$ cat src/rtl/spi_pkg.sv
// Shared definitions for the SPI request sequencer: FSM encodings, FIFO entry
// layout and default parameter values.
package spi_pkg;

  typedef enum logic [1:0] {
    ST_IDLE   = 2'd0,
    ST_LAUNCH = 2'd1,
    ST_WAIT   = 2'd2,
    ST_RESP   = 2'd3
  } seq_state_t;

  localparam int DEF_PREW    = 4;
  localparam int DEF_GAP     = 2;
  localparam int DEF_TIMEOUT = 1023;
  localparam int TMO_W       = 16;
  localparam int ENTRY_W     = 8 + 2 + DEF_PREW;

  // Entry is {cpre, cpha, cpol, data}.
  function automatic int entry_width(input int prew);
    return 8 + 2 + prew;
  endfunction

endpackage

$ cat src/rtl/spi_seq_fifo.sv
// Synchronous request FIFO with registered pointers; the head word is read
// combinationally so it can be popped straight into the sequencer's held registers.
module spi_seq_fifo #(
  parameter int  DEPTH = 4,
  parameter int  WIDTH = 14,
  localparam int AW    = $clog2(DEPTH)
) (
  input  logic             Clk,
  input  logic             Rst_n,
  input  logic             push,
  input  logic [WIDTH-1:0] wdata,
  input  logic             pop,
  output logic [WIDTH-1:0] rdata,
  output logic             full,
  output logic             empty,
  output logic [AW:0]      level
);

  logic [WIDTH-1:0] mem [DEPTH];
  logic [AW:0]      wr_ptr_reg;
  logic [AW:0]      rd_ptr_reg;
  logic             do_push;
  logic             do_pop;

  assign do_push = push && !full;
  assign do_pop  = pop && !empty;

  // The extra MSB on each pointer separates full from empty.
  always_ff @(posedge Clk or negedge Rst_n) begin
    if (!Rst_n) begin
      wr_ptr_reg <= '0;
      rd_ptr_reg <= '0;
    end else begin
      if (do_push) wr_ptr_reg <= wr_ptr_reg + 1'b1;
      if (do_pop)  rd_ptr_reg <= rd_ptr_reg + 1'b1;
    end
  end

  always_ff @(posedge Clk) begin
    if (do_push) mem[wr_ptr_reg[AW-1:0]] <= wdata;
  end

  assign rdata = mem[rd_ptr_reg[AW-1:0]];
  assign level = wr_ptr_reg - rd_ptr_reg;
  assign empty = (wr_ptr_reg == rd_ptr_reg);
  assign full  = (level == (AW+1)'(DEPTH));

endmodule

$ cat src/rtl/spi_seq.sv
// Serialises queued host byte requests into single SPI transfers with an idle gap.
// Optional WAIT timeout is enabled by defining SPI_SEQ_TIMEOUT_EN.
module spi_seq
  import spi_pkg::*;
#(
  parameter int DEPTH   = 4,
  parameter int GAP     = DEF_GAP,
  parameter int TIMEOUT = DEF_TIMEOUT,
  parameter int PREW    = DEF_PREW
) (
  input  logic                    Clk,
  input  logic                    Rst_n,
  input  logic                    ReqValid,
  output logic                    ReqReady,
  input  logic [7:0]              ReqData,
  input  logic                    ReqCPol,
  input  logic                    ReqCPha,
  input  logic [PREW-1:0]         ReqCPre,
  output logic                    StartTx,
  output logic                    CPol,
  output logic                    CPha,
  output logic [PREW-1:0]         CPre,
  output logic [7:0]              TxData,
  input  logic                    EndTx,
  input  logic [7:0]              RxData,
  output logic                    RspValid,
  input  logic                    RspReady,
  output logic [7:0]              RspData,
  output logic                    RspErr,
  output logic                    Abort,
  output logic                    Busy,
  output logic [$clog2(DEPTH):0]  Level
);

  localparam int EW = entry_width(PREW);

  seq_state_t      state_reg, state_next;
  logic [EW-1:0]   fifo_wdata, fifo_rdata;
  logic            fifo_full, fifo_empty, fifo_pop;
  logic [7:0]      gap_reg, gap_next;
  logic            cpol_reg, cpha_reg;
  logic [PREW-1:0] cpre_reg;
  logic [7:0]      txd_reg;
  logic            start_reg, start_next;
  logic            rsp_valid_reg, rsp_valid_next;
  logic [7:0]      rsp_data_reg, rsp_data_next;
  logic            rsp_err_reg, rsp_err_next;
  logic            abort_reg, abort_next;
  logic            timeout_hit;

  assign fifo_wdata = {ReqCPre, ReqCPha, ReqCPol, ReqData};
  assign fifo_pop   = (state_reg == ST_IDLE) && (gap_reg == 8'd0) && !fifo_empty;

  spi_seq_fifo #(.DEPTH(DEPTH), .WIDTH(EW)) u_fifo (
    .Clk   (Clk),
    .Rst_n (Rst_n),
    .push  (ReqValid && ReqReady),
    .wdata (fifo_wdata),
    .pop   (fifo_pop),
    .rdata (fifo_rdata),
    .full  (fifo_full),
    .empty (fifo_empty),
    .level (Level)
  );

`ifdef SPI_SEQ_TIMEOUT_EN
  logic [TMO_W-1:0] tmo_cnt_reg;

  // Cleared in LAUNCH, so it equals the number of WAIT cycles already elapsed.
  always_ff @(posedge Clk or negedge Rst_n) begin
    if (!Rst_n)                     tmo_cnt_reg <= '0;
    else if (state_reg == ST_LAUNCH) tmo_cnt_reg <= '0;
    else if (state_reg == ST_WAIT)   tmo_cnt_reg <= tmo_cnt_reg + 1'b1;
  end

  assign timeout_hit = (state_reg == ST_WAIT) && (tmo_cnt_reg == TMO_W'(TIMEOUT - 1));
`else
  assign timeout_hit = 1'b0;
`endif

  always_ff @(posedge Clk or negedge Rst_n) begin
    if (!Rst_n) state_reg <= ST_IDLE;
    else        state_reg <= state_next;
  end

  always_comb begin
    state_next = state_reg;
    case (state_reg)
      ST_IDLE:   if (fifo_pop) state_next = ST_LAUNCH;
      ST_LAUNCH: state_next = ST_WAIT;
      ST_WAIT:   if (EndTx || timeout_hit) state_next = ST_RESP;
      ST_RESP:   if (RspReady) state_next = ST_IDLE;
      default:   state_next = ST_IDLE;
    endcase
  end

  always_comb begin
    gap_next       = gap_reg;
    start_next     = 1'b0;
    rsp_valid_next = (state_next == ST_RESP);
    rsp_data_next  = rsp_data_reg;
    rsp_err_next   = rsp_err_reg;
    abort_next     = 1'b0;
    case (state_reg)
      ST_IDLE: begin
        if (gap_reg != 8'd0) gap_next = gap_reg - 8'd1;
        start_next = fifo_pop;
      end
      ST_WAIT: begin
        // A completion in the expiry cycle takes priority over the timeout.
        if (EndTx) begin
          rsp_data_next = RxData;
          rsp_err_next  = 1'b0;
        end else if (timeout_hit) begin
          rsp_data_next = 8'h00;
          rsp_err_next  = 1'b1;
          abort_next    = 1'b1;
        end
      end
      ST_RESP: if (RspReady) gap_next = 8'(GAP);
      default: ;
    endcase
  end

  always_ff @(posedge Clk or negedge Rst_n) begin
    if (!Rst_n) begin
      gap_reg       <= 8'd0;
      start_reg     <= 1'b0;
      rsp_valid_reg <= 1'b0;
      rsp_data_reg  <= 8'h00;
      rsp_err_reg   <= 1'b0;
      abort_reg     <= 1'b0;
      cpol_reg      <= 1'b0;
      cpha_reg      <= 1'b0;
      cpre_reg      <= '0;
      txd_reg       <= 8'h00;
    end else begin
      gap_reg       <= gap_next;
      start_reg     <= start_next;
      rsp_valid_reg <= rsp_valid_next;
      rsp_data_reg  <= rsp_data_next;
      rsp_err_reg   <= rsp_err_next;
      abort_reg     <= abort_next;
      if (fifo_pop) begin
        cpre_reg <= fifo_rdata[EW-1 -: PREW];
        cpha_reg <= fifo_rdata[9];
        cpol_reg <= fifo_rdata[8];
        txd_reg  <= fifo_rdata[7:0];
      end
    end
  end

  assign ReqReady = !fifo_full;
  assign StartTx  = start_reg;
  assign CPol     = cpol_reg;
  assign CPha     = cpha_reg;
  assign CPre     = cpre_reg;
  assign TxData   = txd_reg;
  assign RspValid = rsp_valid_reg;
  assign RspData  = rsp_data_reg;
  assign RspErr   = rsp_err_reg;
  assign Abort    = abort_reg;
  assign Busy     = (state_reg != ST_IDLE) || !fifo_empty;

endmodule

$ cat config.mk
export PLATFORM = sky130hd
export DESIGN_NAME = spi_seq
export DESIGN_NICKNAME = d
export VERILOG_FILES = /design/src/rtl/spi_pkg.sv /design/src/rtl/spi_seq_fifo.sv /design/src/rtl/spi_seq.sv
export SDC_FILE = /design/constraint.sdc
export NUM_CORES = 1
export LEC_CHECK = 0
export CAP_MARGIN = 20
export CORE_AREA = 2 2 84 147
export CTS_CLUSTER_DIAMETER = 200
export DETAILED_ROUTE_END_ITERATION = 12
export DIE_AREA = 0 0 86 149
export PLACE_DENSITY = 0.65
export SYNTH_ARGS = -nofsm -noshare
export SYNTH_HDL_FRONTEND = slang
export SYNTH_HIERARCHICAL = 1
export SYNTH_SLANG_ARGS = --single-unit
export TNS_END_PERCENT = 5
$ cat constraint.sdc
create_clock -name Clk -period 4 [get_ports Clk]
set_input_delay 0.8 -clock Clk [delete_from_list [all_inputs] [get_ports Clk]]
set_output_delay 0.8 -clock Clk [all_outputs]
set_load 0.02 [all_outputs]
# ---- Yosys cells after proc, flatten, opt, wreduce, memory -nomap -nowiden
# Memory sizes are Yosys's and may differ from the RTL's. A register that Yosys moved wholly into a read port is not among the register bits.
# Index checks and enable logic that the tools add are counted.
dict set report op_classes {
  reduce_logical 16
  n_addsub 4
  n_mux 10
  eq_ne 8
}
# cell count
set op_table {}
lappend op_table {{$mux 8} 2}
lappend op_table {{$pmux 8 s2} 1}
lappend op_table {{$logic_not 8->1} 1}
lappend op_table {{$pmux 2 s4} 1}
lappend op_table {{$reduce_bool 8->1} 1}
lappend op_table {{$sub 8x1->8 const B} 1}
lappend op_table {{$add 3x1->3 const B} 2}
lappend op_table {{$eq 2x2->1 const B} 3}
lappend op_table {{$mux 2} 3}
lappend op_table {{$logic_and 1x1->1} 5}
lappend op_table {{$reduce_bool 2->1} 2}
lappend op_table {{$eq 3x3->1} 1}
lappend op_table {{$eq 3x3->1 const B} 1}
lappend op_table {{$logic_not 1->1} 3}
lappend op_table {{$mux 1} 3}
lappend op_table {{$reduce_and 3->1} 1}
lappend op_table {{$sub 3x3->3} 1}
lappend op_table {{$eq 2x1->1 const B} 1}
lappend op_table {{$logic_not 2->1} 1}
lappend op_table {{$ne 2x1->1 const B} 1}
lappend op_table {{$ne 2x2->1 const B} 1}
lappend op_table {{$reduce_and 2->1} 1}
lappend op_table {{$logic_or 1x1->1} 1}
dict set report word_totals {
  n_memories 1
  regBits 26
  ram_bits 56
}
# memory words width read_ports rd_ports_with_merged_regs wr line
set memory_table {}
lappend memory_table {u_fifo.mem 4 14 1 1 1 spi_seq_fifo.sv:19} ;# logic [WIDTH-1:0] mem [DEPTH];

# ---- Longest topological paths before layout
dict set report depth {
  ltp_word 7
  mapped_depth 10
  depth_no_buf 10
}

# ---- Cells and area by module
# The synthesis kept the hierarchy.
# mod cells_per_inst n_inst area_each_um2
set modules_own_cells {}
lappend modules_own_cells {spi_seq_fifo 120 1 2494.9}
lappend modules_own_cells {spi_seq 112 1 1522.7}

# ---- Worst setup path after synthesis
# OpenSTA, ideal clock, no wires.
dict set report synth_timing {
  kind {reg2reg}
  startpoint {register u_fifo.rd_ptr_reg[1]}
  endpoint {memory u_fifo.mem[0][0] (enable)}
  slack_ps 729
  required_time_ps 3634
  period_less_slack_ps 3271
  setup_time_ps 366
  path_buffers 2
  arrival_time_ps 2905
  path_stages_with_launch 11
  path_cell_list {dfrtp_1 > clkbuf_1 > clkbuf_1 > inv_1 > fa_1 > xnor3_2 > nor2b_1 > nor2b_1 > inv_1 > a31oi_4 > and2_1}
}
dict set report synth_via {
  elab_chain_len 7
}
# item line
set synth_lines {}
lappend synth_lines {{from (decl)} spi_seq_fifo.sv:21} ;# logic [AW:0] rd_ptr_reg;
lappend synth_lines {{from (signal assigned)} spi_seq_fifo.sv:35} ;# if (do_pop) rd_ptr_reg <= rd_ptr_reg + 1'b1;
lappend synth_lines {{$sub 3x3->3 *} spi_seq_fifo.sv:44} ;# assign level = wr_ptr_reg - rd_ptr_reg;
lappend synth_lines {{via Level[2]} spi_seq.sv:32} ;# output logic [$clog2(DEPTH):0] Level
lappend synth_lines {{$eq 3x3->1 *} spi_seq_fifo.sv:46} ;# assign full = (level == (AW+1)'(DEPTH));
lappend synth_lines {{via fifo_full} spi_seq.sv:39} ;# logic fifo_full, fifo_empty, fifo_pop;
lappend synth_lines {{$logic_not 1->1 *} {spi_seq_fifo.sv:25, spi_seq.sv:153}}
lappend synth_lines {{$logic_and 1x1->1} spi_seq.sv:57} ;# .push (ReqValid && ReqReady),
lappend synth_lines {{$logic_and 1x1->1 *} spi_seq_fifo.sv:25} ;# assign do_push = push && !full;
lappend synth_lines {{$mux 1 *} spi_seq_fifo.sv:40} ;# if (do_push) mem[wr_ptr_reg[AW-1:0]] <= wdata;
lappend synth_lines {{$mux 1 (implied by the code) *} spi_seq_fifo.sv:40}
lappend synth_lines {{to (decl)} spi_seq_fifo.sv:19}
# The timed path passes the listed nets; every way through them passes the cells marked *.

# ---- Worst setup path in the final report
dict set report layout_timing {
  startpoint {register u_fifo.wr_ptr_reg[0]}
  endpoint {output ReqReady}
}
dict set report layout_via {
  elab_chain_len 3
}
# item line
set layout_lines {}
lappend layout_lines {{from (decl)} spi_seq_fifo.sv:20} ;# logic [AW:0] wr_ptr_reg;
lappend layout_lines {{from (signal assigned)} spi_seq_fifo.sv:34} ;# if (do_push) wr_ptr_reg <= wr_ptr_reg + 1'b1;
lappend layout_lines {{$sub 3x3->3} spi_seq_fifo.sv:44}
lappend layout_lines {{$eq 3x3->1} spi_seq_fifo.sv:46}
lappend layout_lines {{via fifo_full} spi_seq.sv:39}
lappend layout_lines {{$logic_not 1->1} spi_seq.sv:153} ;# assign ReqReady = !fifo_full;
lappend layout_lines {{to (decl)} spi_seq.sv:14} ;# output logic ReqReady,
# The timed path passes the listed nets, and every way through them passes these cells.

==> metrics.txt <==
status finished clean; Tcrit/Tclk final 85.9%; Clock Tree Buf Depth 2; post-synth top area share 41.9%; Post-DP Area 4710 sq um; Iter 0 DRT Violations 72; Num CTS Buffers 9; Mapped Cells 232; Tot GR Track Use 12.0%; share of cells above drive strength 1 23.0%; clk root buf clkbuf_16; Post-CTS Setup Inserts 0; NumNets Final 331; CP Class reg2out; Seq cells post-synth 96; largest net degree at the start of global routing 41; Hold Crit Class reg2reg; Die X 86 microns; fin crit period 3430 ps; DIE HEIGHT 149 microns; DPL Wire Length 4.81 mm; CORE AREA 11,700 sq um; worst slew pin tran 948 ps; WP data arrival 2630 ps; initial core utilization 34.2%; RSZ-0062 raised after global routing false; drt first pass iters 4; first-pass GRT wire length 11.6 mm; Layout fillers 1,052; ys flop type edfxtp_1; vias per cell 4.81; Skew-Pair Late Insertion Delay 340 ps; CTS tree built; Req. time, crit path 3200 ps; PwrDens 789 nW/um^2; H-tree depth 3; routability cong. 0.771; Slew Limit Fails 0; port bufs 55; max-cap violations 0; vias in the first global route 2,266; max reg flops 56; Yosys top cell by area edfxtp_1; final hold slack 505 ps; ys async rst share 41.7%; worst vdd rail ir drop 302 uV; Inserted Diodes 0; Overall Power 0.00393 W; I/O Pins 58; DRC 0; Crit. End Element output pin; final setup margin 566 ps; final instance area 4980 sq um; Fin. Hold Viols 0; Max-Slew Margin vs Limit 36.8%; Worst setup SP type flop; post-cts sizing count 0; # setup viols final 0; area delta synth->final 23.9%; EDFF count, synth 56; area of the mapped netlist 4020 sq um; cts hold-fix bufs 0; syn avg cell area 17.3 sq um; sequential cell area fraction in the yosys report 66.8%; CTS Sinks 96; most common cell in the synthesized netlist edfxtp_1; Clock Skews 11.1 ps; fmax 291 MHz; DR WL/cell 16.3 microns; Netlist cell types 42; aggregate routed wire length 7.12 mm; worst-path fanout max 4; dpl ws 710 ps; num rows 53; initial antenna violation count 0; Post-synth top cells edfxtp_1, dfrtp_1, mux2_2; post-route ant nets 0; vias 2,104; clock edge transition at the registers on the reported setup and hold paths 70 ps; Pleak 1.89 nW; GRT overflow 0; yosys synthesis warning count 6; Fin Setup TNS 0 ps; Die ar. 12,800 sq um; synth top area cells edfxtp_1, dfrtp_1, mux4_2
==> metrics by stage <==
step,std cells,utilization (%)
detailed placement,421,40.1
global route,437,42.4
CTS,437,42.4
floorplan,233,-
global placement,421,40.1
finish,437,42.4
==> worst max-delay path, stage by stage (launching register included) <==
cell             delay [ps]
dfrtp_1                 400
inv_1                   140
ha_1                    170
inv_1                    50
fa_1                    410
xnor3_2                 290
nor2b_1                 240
inv_1                    60
clkdlybuf4s50_1         530
==> power by group <==
part           switching (W)  internal, W  total [W]
clock               0.000362     0.000428   0.000789
combinational       0.000793     0.000780    0.00157
sequential          0.000169      0.00140    0.00157
==> cell usage in the layout (no fill, tap or decap), types with 3 or more instances in the layout <==
cell type / count
mux2_2: 15
buf_4: 3
edfxtp_1: 56
nor2_1: 9
inv_1: 11
xnor2_1: 4
nand2_1: 10
mux2_4: 8
mux4_2: 14
or2_2: 3
clkdlybuf4s50_1: 54
nor2b_1: 3
and2_1: 3
nand3_1: 4
dfrtp_1: 40
mux2i_1: 6
and2_2: 3
clkbuf_16: 9
ha_1: 8
inv_6: 3
==> cells by family after synthesis <==
group	share of synthesized area, %
other cells	0.0933
mux	16.5
xor+xnor	1.68
simple gates	7.63
buf+inv	2.34
flops	66.8
fa+ha+maj	2.99
compound gates	1.96
==> layer usage <==
metal	track usage, %	up-vias	wire length, microns
met5	0	-	0
met3	2.82	9	271
met4	4.52	0	89
li1	-	984	-
met1	13.8	1070	2790
met2	21.3	41	3970
==> area by class of cell <==
cell class | instances | area, sq um | share of cell area [%]
multi-input combinational | 119 | 1240 | 25.0
tap | 137 | 171 | 3.44
sequential | 96 | 2680 | 53.9
clock buffer | 11 | 233 | 4.67
inverter | 11 | 41.3 | 0.829
timing repair buffer | 58 | 568 | 11.4
clock inverter | 5 | 38.8 | 0.779
==> final timing paths <==
kind / to / from / slack, ps / cells past startpoint
setup / recovery: ReqReady / u_fifo/wr_ptr_reg[0] / 570 / 8
min in group asynchronous: u_fifo/wr_ptr_reg[1] / Rst_n / 610 / 1
hold reg to reg: gap_reg[0] / gap_reg[0] / 500 / 1
max in group asynchronous: RspData[0] / Rst_n / 2790 / 1
hold / removal: gap_reg[0] / gap_reg[0] / 500 / 1
setup reg to reg: u_fifo/mem[2][8] / u_fifo/wr_ptr_reg[0] / 740 / 10
Power figures use the tool's default switching activity.
